--- src/rtl/processor_debug_pkg.sv ---
// Shared debug types: dump FSM states, default widths and the dump word payload.
package processor_debug_pkg;

  localparam int unsigned DUMP_IDX_WIDTH  = 5;
  localparam int unsigned DUMP_DATA_WIDTH = 32;

  typedef enum logic [1:0] {
    ST_IDLE = 2'd0,
    ST_READ = 2'd1,
    ST_SEND = 2'd2,
    ST_DONE = 2'd3
  } dump_state_e;

  typedef struct packed {
    logic [DUMP_IDX_WIDTH-1:0]  index;
    logic [DUMP_DATA_WIDTH-1:0] data;
    logic                       last;
  } dump_word_t;

endpackage

--- src/rtl/regfile_dump.sv ---
// Register file dump engine: walks r0..r(NUM_REGS-1) through a dedicated read
// port and streams each value with its index over a valid/ready channel.
// Optional feature macro: REGFILE_DUMP_CHECKSUM_EN (running XOR of accepted words).
module regfile_dump
  import processor_debug_pkg::*;
#(
  parameter int unsigned NUM_REGS   = 32,
  parameter int unsigned DATA_WIDTH = DUMP_DATA_WIDTH,
  parameter int unsigned IDX_WIDTH  = DUMP_IDX_WIDTH
) (
  input  logic                  clock,
  input  logic                  reset,
  input  logic                  start,
  output logic                  busy,
  output logic [IDX_WIDTH-1:0]  ctrl_readReg,
  input  logic [DATA_WIDTH-1:0] data_readReg,
  output logic                  dump_valid,
  input  logic                  dump_ready,
  output logic [IDX_WIDTH-1:0]  dump_index,
  output logic [DATA_WIDTH-1:0] dump_data,
  output logic                  dump_last,
  output logic                  done,
  output logic [DATA_WIDTH-1:0] dump_checksum
);

  localparam logic [IDX_WIDTH-1:0] LAST_IDX = IDX_WIDTH'(NUM_REGS - 1);

  dump_state_e           state_q, state_d;
  logic [IDX_WIDTH-1:0]  idx_q;
  logic [IDX_WIDTH-1:0]  index_q;
  logic [DATA_WIDTH-1:0] data_q;
  logic                  last_q;
  logic                  accept;

  assign accept = (state_q == ST_SEND) && dump_ready;

  // State register.
  always_ff @(posedge clock or negedge reset) begin
    if (!reset) state_q <= ST_IDLE;
    else        state_q <= state_d;
  end

  // Next-state logic: one read cycle then a send cycle per register.
  always_comb begin
    state_d = state_q;
    case (state_q)
      ST_IDLE: if (start) state_d = ST_READ;
      ST_READ: state_d = ST_SEND;
      ST_SEND: if (dump_ready) state_d = (idx_q == LAST_IDX) ? ST_DONE : ST_READ;
      ST_DONE: state_d = ST_IDLE;
      default: state_d = ST_IDLE;
    endcase
  end

  // Output decode from the state register; read select is idle-zero.
  always_comb begin
    busy         = 1'b0;
    dump_valid   = 1'b0;
    done         = 1'b0;
    ctrl_readReg = '0;
    case (state_q)
      ST_READ: begin
        busy         = 1'b1;
        ctrl_readReg = idx_q;
      end
      ST_SEND: begin
        busy       = 1'b1;
        dump_valid = 1'b1;
      end
      ST_DONE: begin
        busy = 1'b1;
        done = 1'b1;
      end
      default: ;
    endcase
  end

  // Index counter and captured word; the word register holds through a stall.
  always_ff @(posedge clock or negedge reset) begin
    if (!reset) begin
      idx_q   <= '0;
      index_q <= '0;
      data_q  <= '0;
      last_q  <= 1'b0;
    end else begin
      if (state_q == ST_IDLE) idx_q <= '0;
      else if (accept && (idx_q != LAST_IDX)) idx_q <= idx_q + IDX_WIDTH'(1);

      if (state_q == ST_READ) begin
        index_q <= idx_q;
        data_q  <= data_readReg;
        last_q  <= (idx_q == LAST_IDX);
      end else if (accept) begin
        last_q  <= 1'b0;
      end
    end
  end

  assign dump_index = index_q;
  assign dump_data  = data_q;
  assign dump_last  = last_q;

`ifdef REGFILE_DUMP_CHECKSUM_EN
  logic [DATA_WIDTH-1:0] csum_q;

  // Running XOR of accepted words, cleared when a dump is accepted.
  always_ff @(posedge clock or negedge reset) begin
    if (!reset)                            csum_q <= '0;
    else if ((state_q == ST_IDLE) && start) csum_q <= '0;
    else if (accept)                       csum_q <= csum_q ^ data_q;
  end

  assign dump_checksum = csum_q;
`else
  assign dump_checksum = '0;
`endif

endmodule

--- config.mk ---
export PLATFORM = sky130hd
export DESIGN_NAME = regfile_dump
export DESIGN_NICKNAME = d
export VERILOG_FILES = /design/src/rtl/processor_debug_pkg.sv /design/src/rtl/regfile_dump.sv
export SDC_FILE = /design/constraint.sdc
export NUM_CORES = 1
export LEC_CHECK = 0
export BUFFER_PORTS_ARGS = -buffer_cell sky130_fd_sc_hd__buf_2
export CORE_UTILIZATION = 30
export CTS_CLUSTER_DIAMETER = 50
export DETAILED_ROUTE_END_ITERATION = 10
export GPL_ROUTABILITY_DRIVEN = 1
export HOLD_SLACK_MARGIN = 0.05
export PLACE_DENSITY = 0.71
export SLEW_MARGIN = 20
export SYNTH_ARGS = -nofsm -noshare
export SYNTH_HDL_FRONTEND = slang
export SYNTH_SLANG_ARGS = --single-unit
--- constraint.sdc ---
create_clock -name clock -period 2.1 [get_ports clock]
set_clock_uncertainty 0.2 [all_clocks]
set_input_delay 0 -clock clock [delete_from_list [all_inputs] [get_ports clock]]
set_output_delay 0 -clock clock [all_outputs]
set_load 0.02 [all_outputs]
======== Word-level counts from Yosys, hierarchy flattened ========
Cells that the tools add are included.
Widths: inputs -> output; s select.
storage, ports and cells
  bits in registers ....................... 45
  input port bits ......................... 36
  output and inout port bits .............. 78
  logic and storage cells ................. 32
cells by class
  add/sub/neg operators ................... 1
  equality and inequality tests ........... 7
  multiplexer cells ....................... 12
  reduce and logical (&&, ||, !) cells .... 7
operator list
  kind                 number
  $mux 5               3
  $pmux 2 s4           1
  $mux 2               3
  $add 5x1->5 const B  1
  $eq 5x5->1 const B   1
  $mux 1               5
  $ne 5x5->1 const B   1
  $eq 2x2->1 const B   2
  $ne 2x2->1 const B   2
  $reduce_bool 2->1    2
  $reduce_or 3->1      1
  $eq 2x1->1 const B   1
  $logic_and 1x1->1    2
  $logic_not 2->1      1
  $reduce_and 2->1     1

======== Logic depth before layout (Yosys ltp) ========
Gate-level depths: netlist (run 1).
  depth in word-level cells ............... 5
  depth in mapped cells ................... 6
  gate-level depth less buffers ........... 6

======== Worst setup path before layout (run 1) ========
No wires, ideal clock.
  kind .................................... reg-to-reg
  start ................................... reg idx_q[0]
  end ..................................... reg idx_q[3]
  setup time .............................. 69 ps
  arrival time ............................ 1741 ps
  data required time ...................... 1831 ps
  slack ................................... 90 ps
  cell stages (with the launch flop) ...... 7
  path buffers ............................ 0
  period minus slack after synthesis ...... 2010 ps
  cells stage by stage .................... dfrtp_1 -> ha_1 -> and3_1 -> ha_1 -> nand2b_1 -> or4_1 -> nand3_1
on the way
  longest elaborated chain between the ends .. 3
  elaborated cells between the ends (all ways) .. 6
  classes of those cells .................. add/sub: 1; eq/ne: 1; mux: 2; reduce/logical: 2
RTL lines
  what                                         line                source
  start, declared                              regfile_dump.sv:29  logic [IDX_WIDTH-1:0] idx_q;
  start signal, assigned                       regfile_dump.sv:87  else if (accept && (idx_q != LAST_IDX)) idx_q <= idx_q + IDX_WIDTH'(1);
  $add 5x1->5 or $ne 5x5->1 (tied branches)    regfile_dump.sv:87
  $mux 5 or $logic_and 1x1->1 (tied branches)  regfile_dump.sv:87
  $mux 5 or $reduce_bool 2->1 (tied branches)  n/a
Parallel ways exist; a longest one is shown, timed or not. The select of a mux whose other input is x is not followed.
A chain may end at the register's enable or synchronous reset.

======== Worst setup path in the final report (run 1) ========
  start ................................... reg idx_q[1]
  end ..................................... reg idx_q[3]
The elaborated chain is that of the path after synthesis.

==> impl_metrics.py, run 1 <==
metrics = {
    "clock_tree": {
        "clk_latency_worst_skew_pair_ns": 0.29,
        "tritoncts": "yes",
        "cts.clk_slew.worst_paths_ns": 0.09,
        "ctsHtreeMaxLevel": 2,
        "cts_sinks": 45,
        "numCtsBuffers": 5,
        "root_buffer": "clkbuf_8",
        "cts-root-to-sink-buffers": 2,
    },
    "global_route": {
        "gr-total-overflow": 0,
        "grt_pass1_wl_mm": 8.017,
        "pin_count_of_the_biggest_net_entering_global_routing": 26,
        "antenna_found_initial": 0,
        "first_global_vias": 1814,
        "grt.total_usage_pct": 13.95,
    },
    "power": {
        "total_power_mw": 3.918,
        "power_density_mw_per_mm2": 1309,
        "power.leakage_nw": 1.735,
        "peakVddDrop_mv": 0.7823,
    },
    "yosys": {
        "synth_compound_area_share_pct": 5.371,
        "register_bit_count_reported_by_yosys": 45,
        "post_synth_fa_ha_maj_area_fraction_pct": 1.207,
        "ys.flop_type": "dfrtp_1",
        "synthTopCellsByCount": "103 x nand2_1, 45 x dfrtp_1, 32 x buf_4",
        "asyncSetResetFlopFracSynth_pct": 100.0,
        "synth_top_family_by_area": "simple AND/OR/NAND/NOR gates",
        "syn-instance-count": 231,
        "synth_enable_flop_cells": 0,
        "yosys_warnings": 0,
        "synthSimpleGateAreaFrac_pct": 24.56,
        "yosysTopAreaCell": "dfrtp_1",
        "synth.top_cells.by_area": "dfrtp_1 54%, nand2_1 19%, buf_4 12%",
        "synth_top_area_share_pct": 54.32,
        "yosys.cell_count.top_type": "nand2_1",
        "yosysUniqueCellTypes": 26,
        "synthesis.area_per_instance_um2": 8.975,
        "muxShareOfSynthArea_pct": 0.4828,
        "mappedNetlistArea_mm2": 0.002073,
        "ys_seq_area_share_pct": 54.32,
        "xor_and_xnor_area_share_after_synthesis_pct": 0,
    },
    "timing": {
        "timing_max_transition_violations_final": 0,
        "total_setup_violations_reported_at_the_end_of_the_flow": 0,
        "max_clock_freq_mhz": 493.4,
        "timing.final.hold_violations": 0,
        "worst_slack_ns": 0.07326,
        "fin_crit_sh_pct": 96.51,
        "timing_worst_slew_pin_value_ns": 0.7917,
        "rsz_0062_raised_after_global_routing": "no",
        "finalSetupTns_ns": 0,
        "finalWorstPathRequiredPeriod_ns": 2.027,
        "timing.max_slew.rel_slack_pct": 46.98,
    },
    "critical_path": {
        "criticalPathCategory": "reg -> reg",
        "timing.critical_path.arrival_ns": 2.06,
        "setup.worst_path.end_class": "flip-flop",
        "reg2reg_depth": 6,
        "worst-r2r-setup-slack_ns": 0.07,
        "element_type_at_the_critical_path_start": "flip-flop",
        "crit_path_max_fanout": 4,
        "reg2reg_from": "idx_q[1]$_DFFE_PN0P_",
        "crit_required_ns": 2.13,
        "crit-reg2reg-capture": "idx_q[3]$_DFFE_PN0P_",
    },
    "floorplan": {
        "placementRows": 29,
        "floorplan.initialDensity_pct": 31.92,
        "design.portCount": 114,
        "die_width_um": 85.13,
        "die_height_um": 85.13,
        "fp.coreArea_mm2": 0.006495,
        "floorplan.die_area_mm2": 0.007247,
    },
    "finish": {
        "fraction_of_layout_cells_with_a_size_suffix_above_1_pct": 28.85,
        "synthToLayoutAreaGrowth_pct": 44.42,
        "stdcell_area_mm2": 0.002994,
        "insertedDiodeCount": 0,
        "nets": 394,
    },
    "drt": {
        "count_of_antenna_violating_nets_left_after_detailed_routing": 0,
        "routed_wire_length_per_instance_um": 11.05,
        "drt-met1-wl_mm": 2.071,
        "total_detailed_routing_wirelength_mm": 4.795,
        "drc": 0,
        "detailroute.wirelength.met2_mm": 2.393,
        "routed.top_layer": "met4",
        "vias_per_cell": 4.184,
        "vias": 1816,
        "met3WireLength_um": 303,
        "number_of_drc_violations_after_detailed_routing_iteration_0": 33,
        "drtPass1Iterations": 4,
    },
    "place": {
        "post-dp-hpwl_mm": 3.172,
        "place_ws_ns": 0.03228,
        "routabilityCongestion": 0.7645,
        "port_buffers": 81,
        "placedInstanceArea_mm2": 0.002474,
    },
    "worst_hold_path": {
        "worst_hold_path_depth": 4,
        "worst_hold_startpoint": "data_readReg[21]",
        "min-delay-path-class": "in -> reg",
        "holdPathEnd": "dump_data[21]$_DFFE_PN0P_",
    },
    "status": {
        "status": "complete, no violations",
    },
    "flow_run": {
        "drv.max_cap_violation_count": 0,
    },
}
[cell families (layout without fill, tap and decap cells)]
logic type      Yosys count  count (layout)
compound gates           17              17
buf+inv                  43             138
flops                    45              45
other cells               1              32
fa+ha+maj                 2               2
simple gates            122             122
mux                       1               1
[layer usage]
metal | vias to the layer above | GRT usage, %
li1 | 906 | -
met1 | 826 | 16.21
met2 | 80 | 25.73
met3 | 4 | 3.210
met4 | 0 | 3.698
met5 | - | 0
[final cells by class]
class                      count  area [um^2]
multi-input combinational    174        780.7
timing repair buffer         128        863.3
clock buffer                   6        82.58
sequential                    45         1126
inverter                       2        7.507
tap                           77        96.34
fill                         631         3501
clock inverter                 2        37.54
[critical path, stage by stage, from the launching register on]
cell      delay (ns)
dfrtp_1         0.42
ha_1            0.23
and3_1          0.20
ha_2            0.19
nand2b_1        0.16
or4_1           0.48
nand3_1         0.09
[registers in the layout, indices dropped and copies added (netlist names)]
signal / cells
state_q: 2
dump_last: 1
idx_q: 5
dump_data: 32
dump_index: 5
[timing repair]
item                                    4_1_cts  5_1_grt
endpoints found under the setup margin        0        2
gates resized for setup                       0        1
hold buffers                                 38        0
setup buffers                                 0        1
hold endpoints to repair                     83        0
[worst max-delay path by stage]
stage                                 from              endpoint  slack, ns  cells after the start
floorplan             idx_q[0]$_DFFE_PN0P_  idx_q[3]$_DFFE_PN0P_       0.09                      6
global placement      idx_q[1]$_DFFE_PN0P_  idx_q[3]$_DFFE_PN0P_       0.13                      6
detailed placement    idx_q[1]$_DFFE_PN0P_  idx_q[3]$_DFFE_PN0P_       0.03                      6
CTS                   idx_q[1]$_DFFE_PN0P_  idx_q[3]$_DFFE_PN0P_      0.006                      6
global route        state_q[1]$_DFFE_PN0P_       ctrl_readReg[2]      0.007                      3
finish                idx_q[1]$_DFFE_PN0P_  idx_q[3]$_DFFE_PN0P_       0.07                      6
[where the power goes]
part,total (mW),switching (mW),internal (mW)
sequential,1.40,0.178,1.23
clock,0.678,0.291,0.387
combinational,1.84,1.20,0.638
[cell usage in the layout (no fill, tap or decap)]
cell type and n:
clkinvlp_4 1, ha_1 1, a221o_1 1, dfrtp_1 45, mux2i_1 1, buf_2 81
clkbuf_8 6, and2_1 6, nor3b_2 1, bufinv_16 1, nand3_1 2, ha_2 1
nand2_1 103, dlygate4sd3_1 37, and3_1 1, buf_12 1, o21ai_0 4, or4_1 1
a21o_1 5, inv_1 2, conb_1 32, nor2b_2 1, a21oi_1 3, o22ai_1 1
nand2b_1 3, or2_2 1, nor3b_1 1, buf_4 9, a22oi_1 2, nor2_1 1
nor2b_1 1, o211ai_1 1
[through the flow]
stage	hold slack (ns)	utilization, %	cells
2_1_floorplan	-0.4956	-	262
3_3_place_gp	-0.1775	38.09	387
3_5_place_dp	-0.1685	38.09	387
4_1_cts	0.2137	45.94	433
5_1_grt	0.2324	46.10	434
6_report	0.2301	46.10	434
Note: power is estimated with default switching activity, not from simulation.
==> run 2: changes to the inputs <==
Settings changed: CORE_ASPECT_RATIO set to 0.75.
==> run 2 against run 1 <==
Against the previous run: the run now ends with design-rule violations left; wire length up 4.8%; sequential power about the same; global-route usage up 0.14 points; sequential share of layout area up 0.75 points; register-to-register slack better by 0.04 ns; clock-buffer cell count down 1; worst hold slack worse by 0.10 ns; via count down 0.72%; setup slack better by 0.039 ns; largest cell class unchanged; highest routed layer unchanged.
==> impl_metrics.py, run 2 (same netlist as run 1, synthesis figures left out) <==
metrics = {
    "floorplan": {
        "floorplan.initialDensity_pct": 32.02,
        "design.portCount": 114,
        "fp.coreArea_mm2": 0.006475,
        "die_width_um": 97.99,
        "die_height_um": 74.00,
        "floorplan.die_area_mm2": 0.007251,
        "placementRows": 25,
    },
    "clock_tree": {
        "cts_sinks": 45,
        "root_buffer": "clkbuf_8",
        "clk_latency_worst_skew_pair_ns": 0.29,
        "cts-root-to-sink-buffers": 2,
        "cts.clk_slew.worst_paths_ns": 0.08,
        "tritoncts": "yes",
        "numCtsBuffers": 5,
        "ctsHtreeMaxLevel": 2,
    },
    "global_route": {
        "gr-total-overflow": 0,
        "antenna_found_initial": 0,
        "grt.total_usage_pct": 14.09,
        "first_global_vias": 1741,
        "grt_pass1_wl_mm": 8.038,
        "pin_count_of_the_biggest_net_entering_global_routing": 46,
    },
    "critical_path": {
        "crit_required_ns": 2.11,
        "criticalPathCategory": "reg -> reg",
        "crit_buf_inv": 1,
        "cp_common_cell": "ha_1",
        "setup.worst_path.end_class": "flip-flop",
        "timing.critical_path.arrival_ns": 2.00,
        "crit_slowest_cell": "dfrtp_1",
        "critPathMaxStageDelay_ns": 0.39,
        "worst_path_dominant_cell_family": "simple AND/OR/NAND/NOR gates",
        "chain_of_cells_forming_the_critical_path": "ha_1, and3_1, ha_1, buf_4, nor3b_2, a22oi_1, o21ai_0",
        "crit_path_max_fanout": 4,
        "element_type_at_the_critical_path_start": "flip-flop",
    },
    "worst_hold_path": {
        "min-delay-path-class": "in -> async",
    },
    "drt": {
        "count_of_antenna_violating_nets_left_after_detailed_routing": 0,
        "vias": 1803,
        "routed_wire_length_per_instance_um": 11.55,
        "vias_per_cell": 4.145,
        "drc": 8,
        "number_of_drc_violations_after_detailed_routing_iteration_0": 59,
        "total_detailed_routing_wirelength_mm": 5.026,
        "drtPass1Iterations": 8,
    },
    "finish": {
        "mostFrequentLayoutCell": "nand2_1",
        "nets": 393,
        "mostFrequentLayoutCells": "103 x nand2_1, 81 x buf_2, 45 x dfrtp_1, 36 x dlygate4sd3_1, 32 x conb_1",
        "finish.cell_count_without_fillers": 435,
        "fraction_of_layout_cells_with_a_size_suffix_above_1_pct": 28.53,
        "synthToLayoutAreaGrowth_pct": 41.58,
        "insertedDiodeCount": 0,
        "max_reg_flops": 32,
        "nFillCells": 631,
    },
    "timing": {
        "timing_worst_slew_pin_value_ns": 0.5685,
        "finalWorstPathRequiredPeriod_ns": 1.988,
        "timing_max_transition_violations_final": 0,
        "max_clock_freq_mhz": 503.1,
        "timing.max_slew.rel_slack_pct": 62.10,
        "finalSetupTns_ns": 0,
        "timing.final.hold_violations": 0,
        "total_setup_violations_reported_at_the_end_of_the_flow": 0,
        "fin_crit_sh_pct": 94.64,
    },
    "status": {
        "violated_checks": "design-rule violations",
        "status": "finished with violations",
    },
    "power": {
        "peakVddDrop_mv": 0.5903,
        "power_density_mw_per_mm2": 1285,
        "power.leakage_nw": 1.714,
    },
    "flow_run": {
        "drv.max_cap_violation_count": 0,
    },
    "place": {
        "port_buffers": 81,
        "post-dp-hpwl_mm": 3.087,
        "placedCellCount": 392,
        "routabilityCongestion": 0.8675,
    },
}
==> run 2: cell count changes in the layout (fill, tap and decap cells not counted), sizes merged <==
cell	delta
bufinv	-1
clkbuf	-1
clkinv	+1
clkinvlp	-1
dlygate4sd3	-1
==> run 2: worst reg2reg max path: cells and delay by family (launching register included) <==
family,cells,cell delay [ns]
buffers and inverters,1,0.15
flip-flops,1,0.39
adder cells (fa/ha/maj),2,0.42
AND/OR/NAND/NOR,2,0.45
AO/OA/AOI/OAI,2,0.29
==> run 2: where the power goes <==
part           switching, mW  total (mW)  internal, mW
clock                  0.285       0.505         0.220
combinational           1.19        1.83         0.642
sequential             0.207        1.43          1.23
total                   1.68        3.77          2.09
==> run 2: per-layer routing <==
metal,part of all wire (%),vias up,global-route usage [%]
met5,0,-,0
met4,0.24,0,3.030
met3,6.8,2,4.041
met2,48,72,25.59
met1,45,829,16.93
li1,-,900,-
==> run 2: area by class of cell <==
class	count	area (um^2)	share of cell area, %
clock buffer	5	68.82	2.344
clock inverter	1	5.005	0.1705
inverter	2	7.507	0.2558
multi-input combinational	174	785.8	26.77
sequential	45	1126	38.36
tap	81	101.3	3.453
timing repair buffer	127	840.8	28.64
==> run 2: path summary, 6_finish.rpt <==
| path | endpoint | cells after the start | start | slack (ns) |
|---|---|---|---|---|
| worst max register to register | idx_q[4]$_DFFE_PN0P_ | 7 | idx_q[0]$_DFFE_PN0P_ | 0.11 |
| worst min register to register | dump_data[6]$_DFFE_PN0P_ | 2 | dump_data[6]$_DFFE_PN0P_ | 0.27 |
| min in group clock | dump_data[7]$_DFFE_PN0P_ | 4 | data_readReg[7] | 0.23 |
| max in group asynchronous | state_q[0]$_DFFE_PN0P_ | 3 | reset | 1.19 |
| worst max-delay path | idx_q[4]$_DFFE_PN0P_ | 7 | idx_q[0]$_DFFE_PN0P_ | 0.11 |
| worst min-delay path | dump_index[1]$_DFFE_PN0P_ | 3 | reset | 0.13 |
==> run 2: repair_timing <==
action	4_1_cts	5_1_grt
setup buffers	0	1
resized for setup	0	2
endpoints found under the hold margin	83	0
hold buffers	36	0
setup endpoints to repair	0	2
==> run 2: metrics by stage <==
stage               hold slack, ns  power (mW)  cell area (um^2)  setup WS (ns)  util (%)
floorplan                  -0.4956       2.610              2190        0.08984         -
global placement          -0.08025       3.159              2486         0.1210     38.40
detailed placement        -0.07106       3.207              2486        0.08968     38.40
CTS                         0.1462       3.783              2920        0.05788     45.10
global route                0.1771       4.075              2935       -0.01889     45.33
finish                      0.1276       3.771              2935         0.1125     45.33
==> run 3: changes to the inputs <==
Settings changed: ABC_CLOCK_PERIOD_IN_PS set to 2100, REMOVE_ABC_BUFFERS set to 1, SLEW_MARGIN 20 to unset.
==> run 3 against run 2 <==
Against the previous run: the flow still finishes with violations (design-rule violations); largest power group unchanged; power fell by 0.11%; critical path type unchanged; combinational power shrank 3%; core utilization fell by 0.058 points.
==> impl_metrics.py, run 3 (same netlist as run 1, synthesis figures left out) <==
metrics = {
    "status": {
        "status": "finished with violations",
        "violated_checks": "design-rule violations",
    },
    "critical_path": {
        "timing.critical_path.arrival_ns": 2.03,
        "element_type_at_the_critical_path_start": "flip-flop",
        "critPathMaxStageDelay_ns": 0.47,
        "chain_of_cells_forming_the_critical_path": "ha_1, and3_1, ha_2, nand2b_1, or4_1, nand3_1",
        "criticalPathCategory": "reg -> reg",
        "crit_path_max_fanout": 4,
        "crit_required_ns": 2.13,
        "crit_slowest_cell": "or4_1",
        "setup.worst_path.end_class": "flip-flop",
    },
    "clock_tree": {
        "numCtsBuffers": 5,
        "root_buffer": "clkbuf_8",
        "cts.clk_slew.worst_paths_ns": 0.09,
        "cts_sinks": 45,
        "ctsHtreeMaxLevel": 2,
        "clk_latency_worst_skew_pair_ns": 0.29,
        "cts-root-to-sink-buffers": 2,
        "tritoncts": "yes",
    },
    "global_route": {
        "first_global_vias": 1794,
        "antenna_found_initial": 0,
        "grt.total_usage_pct": 14.23,
        "grt_pass1_wl_mm": 8.190,
        "pin_count_of_the_biggest_net_entering_global_routing": 46,
        "gr-total-overflow": 0,
    },
    "power": {
        "power_density_mw_per_mm2": 1285,
        "peakVddDrop_mv": 0.5213,
        "power.leakage_nw": 1.703,
    },
    "drt": {
        "drtPass1Iterations": 7,
        "routed_wire_length_per_instance_um": 11.41,
        "vias": 1806,
        "count_of_antenna_violating_nets_left_after_detailed_routing": 0,
        "drc": 11,
        "vias_per_cell": 4.152,
        "total_detailed_routing_wirelength_mm": 4.962,
        "number_of_drc_violations_after_detailed_routing_iteration_0": 67,
    },
    "place": {
        "routabilityCongestion": 0.8027,
        "port_buffers": 81,
        "post-dp-hpwl_mm": 3.198,
        "placedCellCount": 390,
    },
    "floorplan": {
        "die_width_um": 97.99,
        "fp.coreArea_mm2": 0.006475,
        "floorplan.initialDensity_pct": 32.02,
        "floorplan.die_area_mm2": 0.007251,
        "design.portCount": 114,
        "die_height_um": 74.00,
        "placementRows": 25,
    },
    "timing": {
        "finalSetupTns_ns": 0,
        "rsz_0062_raised_after_global_routing": "no",
        "timing.final.hold_violations": 0,
        "finalWorstPathRequiredPeriod_ns": 1.998,
        "total_setup_violations_reported_at_the_end_of_the_flow": 0,
        "timing_worst_slew_pin_value_ns": 0.5665,
        "fin_crit_sh_pct": 95.16,
        "max_clock_freq_mhz": 500.4,
        "timing.max_slew.rel_slack_pct": 62.23,
        "timing_max_transition_violations_final": 0,
    },
    "finish": {
        "mostFrequentLayoutCell": "nand2_1",
        "insertedDiodeCount": 0,
        "synthToLayoutAreaGrowth_pct": 41.40,
        "nets": 391,
        "max_reg_flops": 32,
        "mostFrequentLayoutCells": "103 x nand2_1, 81 x buf_2, 45 x dfrtp_1, 36 x dlygate4sd3_1, 32 x conb_1",
        "fraction_of_layout_cells_with_a_size_suffix_above_1_pct": 28.53,
        "finish.cell_count_without_fillers": 435,
    },
    "worst_hold_path": {
        "min-delay-path-class": "in -> async",
    },
    "flow_run": {
        "drv.max_cap_violation_count": 0,
    },
}
-- run 3: changes by cell type in the layout (fill, tap and decap cells not counted) --
cell and change:
nand2b_1 +1, nand2b_4 -1, ha_2 +1, ha_1 -1, inv_6 +1, buf_4 -2, clkinvlp_4 +1
-- run 3: repair_timing --
item,4_1_cts,5_1_grt
setup buffers,0,1
hold buffers,36,0
setup endpoints to repair,0,2
resized for setup,0,1
hold endpoints to repair,83,0
-- run 3: path summary, 6_finish.rpt --
| check | from | endpoint | slack [ns] | depth (start not counted) |
|---|---|---|---|---|
| worst max-delay path | idx_q[1]$_DFFE_PN0P_ | idx_q[3]$_DFFE_PN0P_ | 0.10 | 6 |
| worst max register to register | idx_q[1]$_DFFE_PN0P_ | idx_q[3]$_DFFE_PN0P_ | 0.10 | 6 |
| min in group clock | data_readReg[25] | dump_data[25]$_DFFE_PN0P_ | 0.22 | 4 |
| worst min-delay path | reset | dump_data[8]$_DFFE_PN0P_ | 0.12 | 3 |
| max in group asynchronous | reset | dump_data[29]$_DFFE_PN0P_ | 1.18 | 3 |
| worst min register to register | dump_data[26]$_DFFE_PN0P_ | dump_data[26]$_DFFE_PN0P_ | 0.27 | 2 |
-- run 3: critical path, delay by kind of cell (launching register included) --
kind | cells | cell delay, ns
fa+ha+maj | 2 | 0.41
simple gates | 4 | 0.92
flops | 1 | 0.41
-- run 3: layout make-up --
class	count	area (um^2)
fillers	599	3543
flip-flops and latches	45	1126
repair buffers	125	825.8
multi-input cells	174	780.7
well taps	81	101.3
clock buffers	5	68.82
clock inverters	3	21.27
inverters	2	7.507
-- run 3: per-layer routing --
| layer | wire, um | GRT usage (%) | vias to the layer above |
|---|---|---|---|
| li1 | - | - | 899 |
| met1 | 2167 | 17.45 | 829 |
| met2 | 2441 | 25.82 | 76 |
| met3 | 341 | 3.853 | 2 |
| met4 | 12 | 2.525 | 0 |
| met5 | 0 | 0 | - |
-- run 3: power breakdown --
| group | internal, mW | total (mW) | switching, mW | leakage [nW] |
|---|---|---|---|---|
| Combinational | 0.621 | 1.78 | 1.16 | 1.09 |
| Clock | 0.236 | 0.542 | 0.305 | 0.0445 |
| Sequential | 1.23 | 1.44 | 0.216 | 0.570 |
| Total | 2.08 | 3.77 | 1.68 | 1.70 |
-- run 3: through the flow --
| step | utilization (%) | hold WS (ns) | area (um^2) | power, mW | setup slack, ns |
|---|---|---|---|---|---|
| 6_report | 45.28 | 0.1247 | 2932 | 3.767 | 0.1015 |
| 3_5_place_dp | 38.16 | -0.07597 | 2471 | 3.181 | 0.05913 |
| 3_3_place_gp | 38.16 | -0.07929 | 2471 | 3.148 | 0.1201 |
| 4_1_cts | 45.12 | 0.1233 | 2922 | 3.812 | 0.03622 |
| 2_1_floorplan | - | -0.4956 | 1909 | 2.514 | -0.3673 |
| 5_1_grt | 45.28 | 0.1814 | 2932 | 4.103 | 0.02257 |
